**config.mk**
```make
export PLATFORM = sky130hd
export DESIGN_NAME = logic_op_stage
export DESIGN_NICKNAME = d
export VERILOG_FILES = /design/src/rtl/logic_op_stage.sv
export SDC_FILE = /design/constraint.sdc
export NUM_CORES = 1
export LEC_CHECK = 0
export BUFFER_PORTS_ARGS = -buffer_cell sky130_fd_sc_hd__buf_2
export CAP_MARGIN = 40
export CORE_MARGIN = 1.5
export CORE_UTILIZATION = 51
export CTS_BUF_LIST = sky130_fd_sc_hd__clkbuf_4 sky130_fd_sc_hd__clkbuf_8
export CTS_CLUSTER_SIZE = 16
export DETAILED_ROUTE_END_ITERATION = 10
export PLACE_DENSITY = 0.82
export SLEW_MARGIN = 10
export SYNTH_ARGS = -nofsm -noshare
export SYNTH_HDL_FRONTEND = slang
export SYNTH_SLANG_ARGS = --single-unit
```
**constraint.sdc**
```tcl
create_clock -name Clk -period 3.87 [get_ports Clk]
set_clock_uncertainty 0.1 [all_clocks]
set_input_delay 0 -clock Clk [delete_from_list [all_inputs] [get_ports Clk]]
set_output_delay 0 -clock Clk [all_outputs]
set_load 0.01 [all_outputs]
```
**src/rtl/logic_op_stage.sv**
```systemverilog
// Flow-controlled bitwise logic stage: evaluates AND/OR/XOR/NOT on accepted
// requests and queues the results in a small FIFO for a back-pressuring consumer.
module logic_op_stage #(
    parameter int WIDTH = 4,
    parameter int DEPTH = 4,
    parameter int CNTW  = 8
) (
    input  logic                     Clk,
    input  logic                     Rst,
    input  logic                     In_Valid,
    output logic                     In_Ready,
    input  logic [1:0]               Op,
    input  logic [WIDTH-1:0]         X,
    input  logic [WIDTH-1:0]         Y,
    output logic                     Out_Valid,
    input  logic                     Out_Ready,
    output logic [WIDTH-1:0]         Result,
    output logic                     Zero,
    output logic [$clog2(DEPTH):0]   Level,
    output logic [CNTW-1:0]          Op_Count
);

    localparam int PW = $clog2(DEPTH);
    localparam int LW = PW + 1;

    typedef enum logic [1:0] {
        OP_AND = 2'b00,
        OP_OR  = 2'b01,
        OP_XOR = 2'b10,
        OP_NOT = 2'b11
    } op_e;

    logic [WIDTH-1:0] mem [DEPTH];
    logic [PW-1:0]    wr_ptr;
    logic [PW-1:0]    rd_ptr;
    logic [WIDTH-1:0] op_result;
    logic             push;
    logic             pop;

    always_comb begin
        op_result = '0;
        case (op_e'(Op))
            OP_AND:  op_result = X & Y;
            OP_OR:   op_result = X | Y;
            OP_XOR:  op_result = X ^ Y;
            OP_NOT:  op_result = ~X;
            default: op_result = '0;
        endcase
    end

    // Ready depends on occupancy alone; a same-cycle pop never frees a slot early.
    assign In_Ready  = (Level < LW'(DEPTH));
    assign Out_Valid = (Level != '0);
    assign push      = In_Valid && In_Ready;
    assign pop       = Out_Valid && Out_Ready;
    assign Result    = Out_Valid ? mem[rd_ptr] : '0;
    assign Zero      = (Result == '0);

    always_ff @(posedge Clk) begin
        if (push) begin
            mem[wr_ptr] <= op_result;
        end
    end

    always_ff @(posedge Clk) begin
        if (Rst) begin
            wr_ptr   <= '0;
            rd_ptr   <= '0;
            Level    <= '0;
            Op_Count <= '0;
        end else begin
            if (push) begin
                wr_ptr   <= wr_ptr + PW'(1);
                Op_Count <= Op_Count + CNTW'(1);
            end
            if (pop) begin
                rd_ptr <= rd_ptr + PW'(1);
            end
            case ({push, pop})
                2'b10:   Level <= Level + LW'(1);
                2'b01:   Level <= Level - LW'(1);
                default: Level <= Level;
            endcase
        end
    end

endmodule
```
# Word-level counts from Yosys, hierarchy flattened
# Memories as Yosys holds them, arrays and structs flattened. A register that Yosys moved wholly into a read port is not among the register bits.
# Index checks and enable logic that the tools add are counted.
dict set report op_classes {
  n_lt_le_gt_ge 1
  bitwise_logic 4
  n_addsub 5
  n_eq_ne 5
  mux 7
  n_reduce_logical 6
  n_shift 0
  div 0
  n_mul 0
}
# operator n
set op_table {}
lappend op_table {{4-bit case mux with 4 select lines} 1}
lappend op_table {{8-bit by 1-bit adder with 8-bit output (second input constant)} 1}
lappend op_table {{2-bit equality test (second input constant)} 3}
lappend op_table {{3-bit case mux with 2 select lines} 1}
lappend op_table {{2-bit by 1-bit adder with 2-bit output (second input constant)} 2}
lappend op_table {{4-bit AND} 1}
lappend op_table {{2-bit by 1-bit equality test with 1-bit output (second input constant)} 2}
lappend op_table {{4-bit zero test} 1}
lappend op_table {{2-bit 2-to-1 mux} 2}
lappend op_table {{4-bit 2-to-1 mux} 1}
lappend op_table {{4-bit inverter} 1}
lappend op_table {{4-bit bitwise OR} 1}
lappend op_table {{4-bit XOR} 1}
lappend op_table {{3-bit by 1-bit adder with 3-bit output (second input constant)} 1}
lappend op_table {{3-bit less-than comparator (second input constant)} 1}
lappend op_table {{3-bit nonzero test} 1}
lappend op_table {{3-bit by 1-bit subtractor with 3-bit output (second input constant)} 1}
lappend op_table {{1-bit logical AND} 2}
lappend op_table {{2-bit zero test} 1}
lappend op_table {{1-bit 2-to-1 mux} 2}
lappend op_table {{2-bit nonzero test} 1}
dict set report word_totals {
  latchBits 0
  ram_bits 16
  reg_bits 15
  mem_count 1
  mem_bits_ro 0
  inputBits 14
  output_inout_bits 18
  elab_cells 33
}
# name words word_bits rd rd_clocked_by_memory_dff write_ports line_no
set mem_list {}
lappend mem_list {mem 4 4 1 1 1 33} ;# logic [WIDTH-1:0] mem [DEPTH];

# Logic depth before layout (Yosys ltp)
dict set report logic_depth {
  depth_word 4
  mapped_depth 10
  ltp_nobuf 8
}

# Worst setup path before layout
# OpenSTA, ideal clock, no wires.
dict set report synth_path {
  path_kind {register to register}
  start {reg Level[2]}
  end {reg Level[2]}
  path_stages_with_launch 11
  synth_period_minus_slack_ns 2.253
  t_required_ns 3.700
  path_buffers 2
  slack_ns 1.617
  t_arrival_ns 2.083
  setup_time_ns 0.070
  path_cell_list {dfxtp_1 -> clkbuf_1 -> nor2b_1 -> clkbuf_1 -> inv_1 -> ha_1 -> inv_1 -> fa_1 -> xor2_1 -> or3_1 -> a21oi_1}
}
dict set report synth_between {
  elab_chain_len 4
  word_cells_on_any_way 10
  classes_between {add/sub (2); order compare (1); eq/ne (2); mux (1); reduce/logical (4)}
}
# element line_no
set synth_lines {}
lappend synth_lines {{from (decl)} 19} ;# output logic [$clog2(DEPTH):0] Level,
lappend synth_lines {{from (signal assigned)} 80} ;# 2'b10: Level <= Level + LW'(1);
lappend synth_lines {{from (signal assigned)} 81} ;# 2'b01: Level <= Level - LW'(1);
lappend synth_lines {{from (signal assigned)} 82} ;# default: Level <= Level;
lappend synth_lines {{3-bit less-than comparator or 3-bit nonzero test (tied branches)} {52, 53}}
lappend synth_lines {{1-bit logical AND (on tied branches)} {54, 55}}
lappend synth_lines {{2-bit by 1-bit equality test with 1-bit output or 2-bit equality test (tied branches)} 79} ;# case ({push, pop})
lappend synth_lines {{3-bit case mux with 2 select lines or 2-bit nonzero test (tied branches)} n/a}
# Several ways; a longest one is shown, not always the timed one.
# A chain may end at the register's enable or synchronous reset.

# Final worst setup path
# Same ends and word-level chain as after synthesis.

==> metrics.md <==
| Metric | Value |
|---|---|
| H-tree level count | `2` |
| Layout cells sized above 1 | `24.6%` |
| Final Hold Fails | `0` |
| Initial cell density of the core | `54.3%` |
| First-pass GRT wire length | `4500 um` |
| Fin nets | `207` |
| Synth Area in Compound Gates | `4.42%` |
| Total chip power | `1.03 mW` |
| Post-synth EDFFs | `16` |
| Xor and xnor fraction of the mapped netlist area | `3.67%` |
| Syn. warnings | `0` |
| Vias | `1133` |
| Syn-to-layout area delta | `15.3%` |
| Root buf cell | `clkbuf_4` |
| Post-CTS setup buffers | `0` |
| Startpoint types | `register` |
| DRT Pass-1 Iters | `6` |
| # setup viols final | `0` |
| Worst hold path type | `primary input to register` |
| GRT Total Usage | `17.3%` |
| Vias in the first global route | `1065` |
| Hold Path Cell Cnt | `4` |
| Drt initial violations | `44` |
| Post-DRT Antenna Nets | `0` |
| Post-synth ARST share | `0%` |
| Area of the core | `3080 sq um` |
| Share of Yosys cell area claimed by the top area cell type | `28.8%` |
| Skew-Pair Late Insertion Delay | `0.32 ns` |
| Avg WL per Cell | `12.3 um` |
| Post-Route WL | `2740 um` |
| Reg2Reg Depth | `8` |
| RSZ-0062 raised after global routing | `no` |
| Max clock buf depth | `2` |
| # rows | `20` |
| GPL Wtd Cong | `0.780` |
| Endpoint, Worst Hold | `rd_ptr[0]` |
| RR Endpoint | `Level[2]` |
| Largest net degree at the start of global routing | `18` |
| Synth Area in Simple Gates | `11.9%` |
| Largest family of logic cells by synthesized area | `multiplexers` |
| Post-Place Cells | `214` |
| Critical Path RT | `4.03 ns` |
| Gr ovfl total | `0` |
| Initial antenna violation count | `0` |
| CTS tree | `yes` |
| Max VDD drop | `0.222 mV` |
| Crit path DAT | `2.41 ns` |
| Avg Inst Size Synth | `11.7 sq um` |
| Largest area contributor in the netlist | `edfxtp_1` |
| Max FO, Critical Path | `11` |
| Outcome | `finished, final reports clean` |
| Register bit total from synthesis | `33` |
| Post-synthesis mux area share | `13.1%` |
| Final clock period utilization by the worst path | `58.4%` |
| Worst-Margin Slew | `0.632 ns` |
| Reg-to-reg slack, setup | `1.61 ns` |
| Clock slew at reported path FFs | `0.09 ns` |
| Final std cells w/o fill | `223` |
| Reg2reg start | `Level[2]` |
| Post-DP Area | `1870 sq um` |
| PwrDens | `535 nW/um^2` |
| Synth Flop Type | `dfxtp_1` |
| Critical path class | `register to register` |
| IO Port Bufs | `31` |
| Max-slew violations | `0` |
| Minimum clock period | `2.26 ns` |
| Fmax achieved | `443 MHz` |
| DIE WIDTH | `60.2 um` |
| Pleak | `0.826 nW` |
| Hpwl dp | `2180 um` |
| Post-synthesis net count | `172` |
| Setup TNS | `0 ns` |
| Hold_sp | `Out_Ready` |
| Synth cell types | `26` |
| Mapped cell area | `1670 sq um` |
| Clk sinks | `33` |
| DR DRC count | `0` |
| Top post-synthesis cells by area | `edfxtp_1 (29%), dfxtp_1 (20%), ha_1 (10%)` |
| Critical Path Sink Type | `register` |
| Cells after Synth | `143` |
| Vias per cell | `5.08` |
| Max_cap viols | `0` |
| Post-route cell area | `1930 sq um` |
| TritonCTS buffer count | `5` |
| Rel. slew slack | `57.8%` |
| Ant diodes | `0` |
| Post-synthesis sequential area ratio | `49.1%` |
| Die area | `3630 sq um` |
| Chip Height | `60.2 um` |
| I/O pin total | `32` |
| Post-synthesis adder-cell area fraction | `11.7%` |
==> worst max-delay path by stage <==
stage,from,endpoint,slack (ns),cells past startpoint
after floorplan,Level[2],Level[2],1.62,10
after global placement,Level[2],Level[2],1.78,8
after detailed placement,Level[2],Level[2],1.61,8
after CTS,Level[2],Level[2],1.59,8
after global routing,Level[2],Level[2],1.41,8
final,Level[2],Level[2],1.61,8
==> through the flow <==
step | worst slack [ns] | utilization (%) | hold slack (ns)
2_1_floorplan | 1.62 | - | 0.156
3_3_place_gp | 1.78 | 60.6 | 0.252
3_5_place_dp | 1.61 | 60.6 | 0.264
4_1_cts | 1.59 | 62.6 | 0.00189
5_1_grt | 1.41 | 62.6 | 0.0407
6_report | 1.61 | 62.6 | 0.00553
==> worst max-delay path, stage by stage, from the launching register on <==
cell	delay (ns)
dfxtp_1	0.41
nor2b_1	0.54
inv_1	0.11
ha_1	0.25
inv_1	0.07
fa_1	0.18
xor2_1	0.08
or3_1	0.31
a21oi_1	0.14
==> final cells by class <==
type	instances	area [sq um]
fill	251	1150
sequential	33	821
multi-input combinational	83	748
timing repair buffer	32	165
inverter	23	86.3
tap	44	55.1
clock buffer	5	37.5
clock inverter	3	12.5
==> cell usage after synthesis (all sizes together), types with 4 or more instances <==
cell / count
dfxtp: 17
clkbuf: 4
or3: 4
o21ai: 4
mux4: 8
and2: 4
a21oi: 6
ha: 14
edfxtp: 16
inv: 23
xor2: 4
nor2b: 6
nor2: 12
==> power breakdown <==
| part | internal (mW) | switching (mW) | leakage, nW |
|---|---|---|---|
| registers | 0.430 | 0.0573 | 0.285 |
| clock network | 0.0655 | 0.104 | 0.0300 |
| logic | 0.176 | 0.197 | 0.510 |
| total | 0.672 | 0.358 | 0.826 |
==> cells by family after synthesis <==
kind of cell | count (synthesis)
and+or+nand+nor | 37
adders and majority gates | 15
muxes | 11
DFF | 33
xor gates and xnor gates | 7
buffers and inverters | 27
AOI/OAI and AO/OA | 13
==> state kept, by name, indices dropped and copies added, names as in the netlist, named ones only <==
signal	count
mem	16
Op_Count	8
Level	3
rd_ptr	2
wr_ptr	2
==> per-layer routing <==
metal	part of all wire [%]	vias up	wire length, um	GRT usage (%)
li1	-	562	-	-
met1	43	537	1170	19.9
met2	51	29	1390	29.5
met3	4.8	5	133	3.90
met4	1.8	0	50	9.52
met5	0	-	0	0
==> cells in the final DEF, fill, tap and decap left out <==
master	count
nand2_1	2
and2_1	4
nand3b_1	2
mux2_2	1
xor2_1	4
edfxtp_1	16
mux2i_1	2
nand3_1	2
o31ai_1	2
a21oi_1	6
mux4_2	6
clkinv_1	2
nor2_1	12
or4_1	2
nand4b_1	1
o21ai_0	4
buf_2	31
clkinv_2	1
o311ai_0	1
nor2b_1	6
or3_1	4
inv_1	23
xnor2_1	3
nor3_1	2
ha_1	14
clkbuf_4	5
fa_1	1
dlygate4sd3_1	1
mux4_1	2
dfxtp_1	17
==> what timing repair did <==
item	4_1_cts	5_1_grt
resized for setup	0	0
hold endpoints to repair	16	0
endpoints found under the setup margin	0	0
hold buffers	1	0
Power figures use the tool's default switching activity.
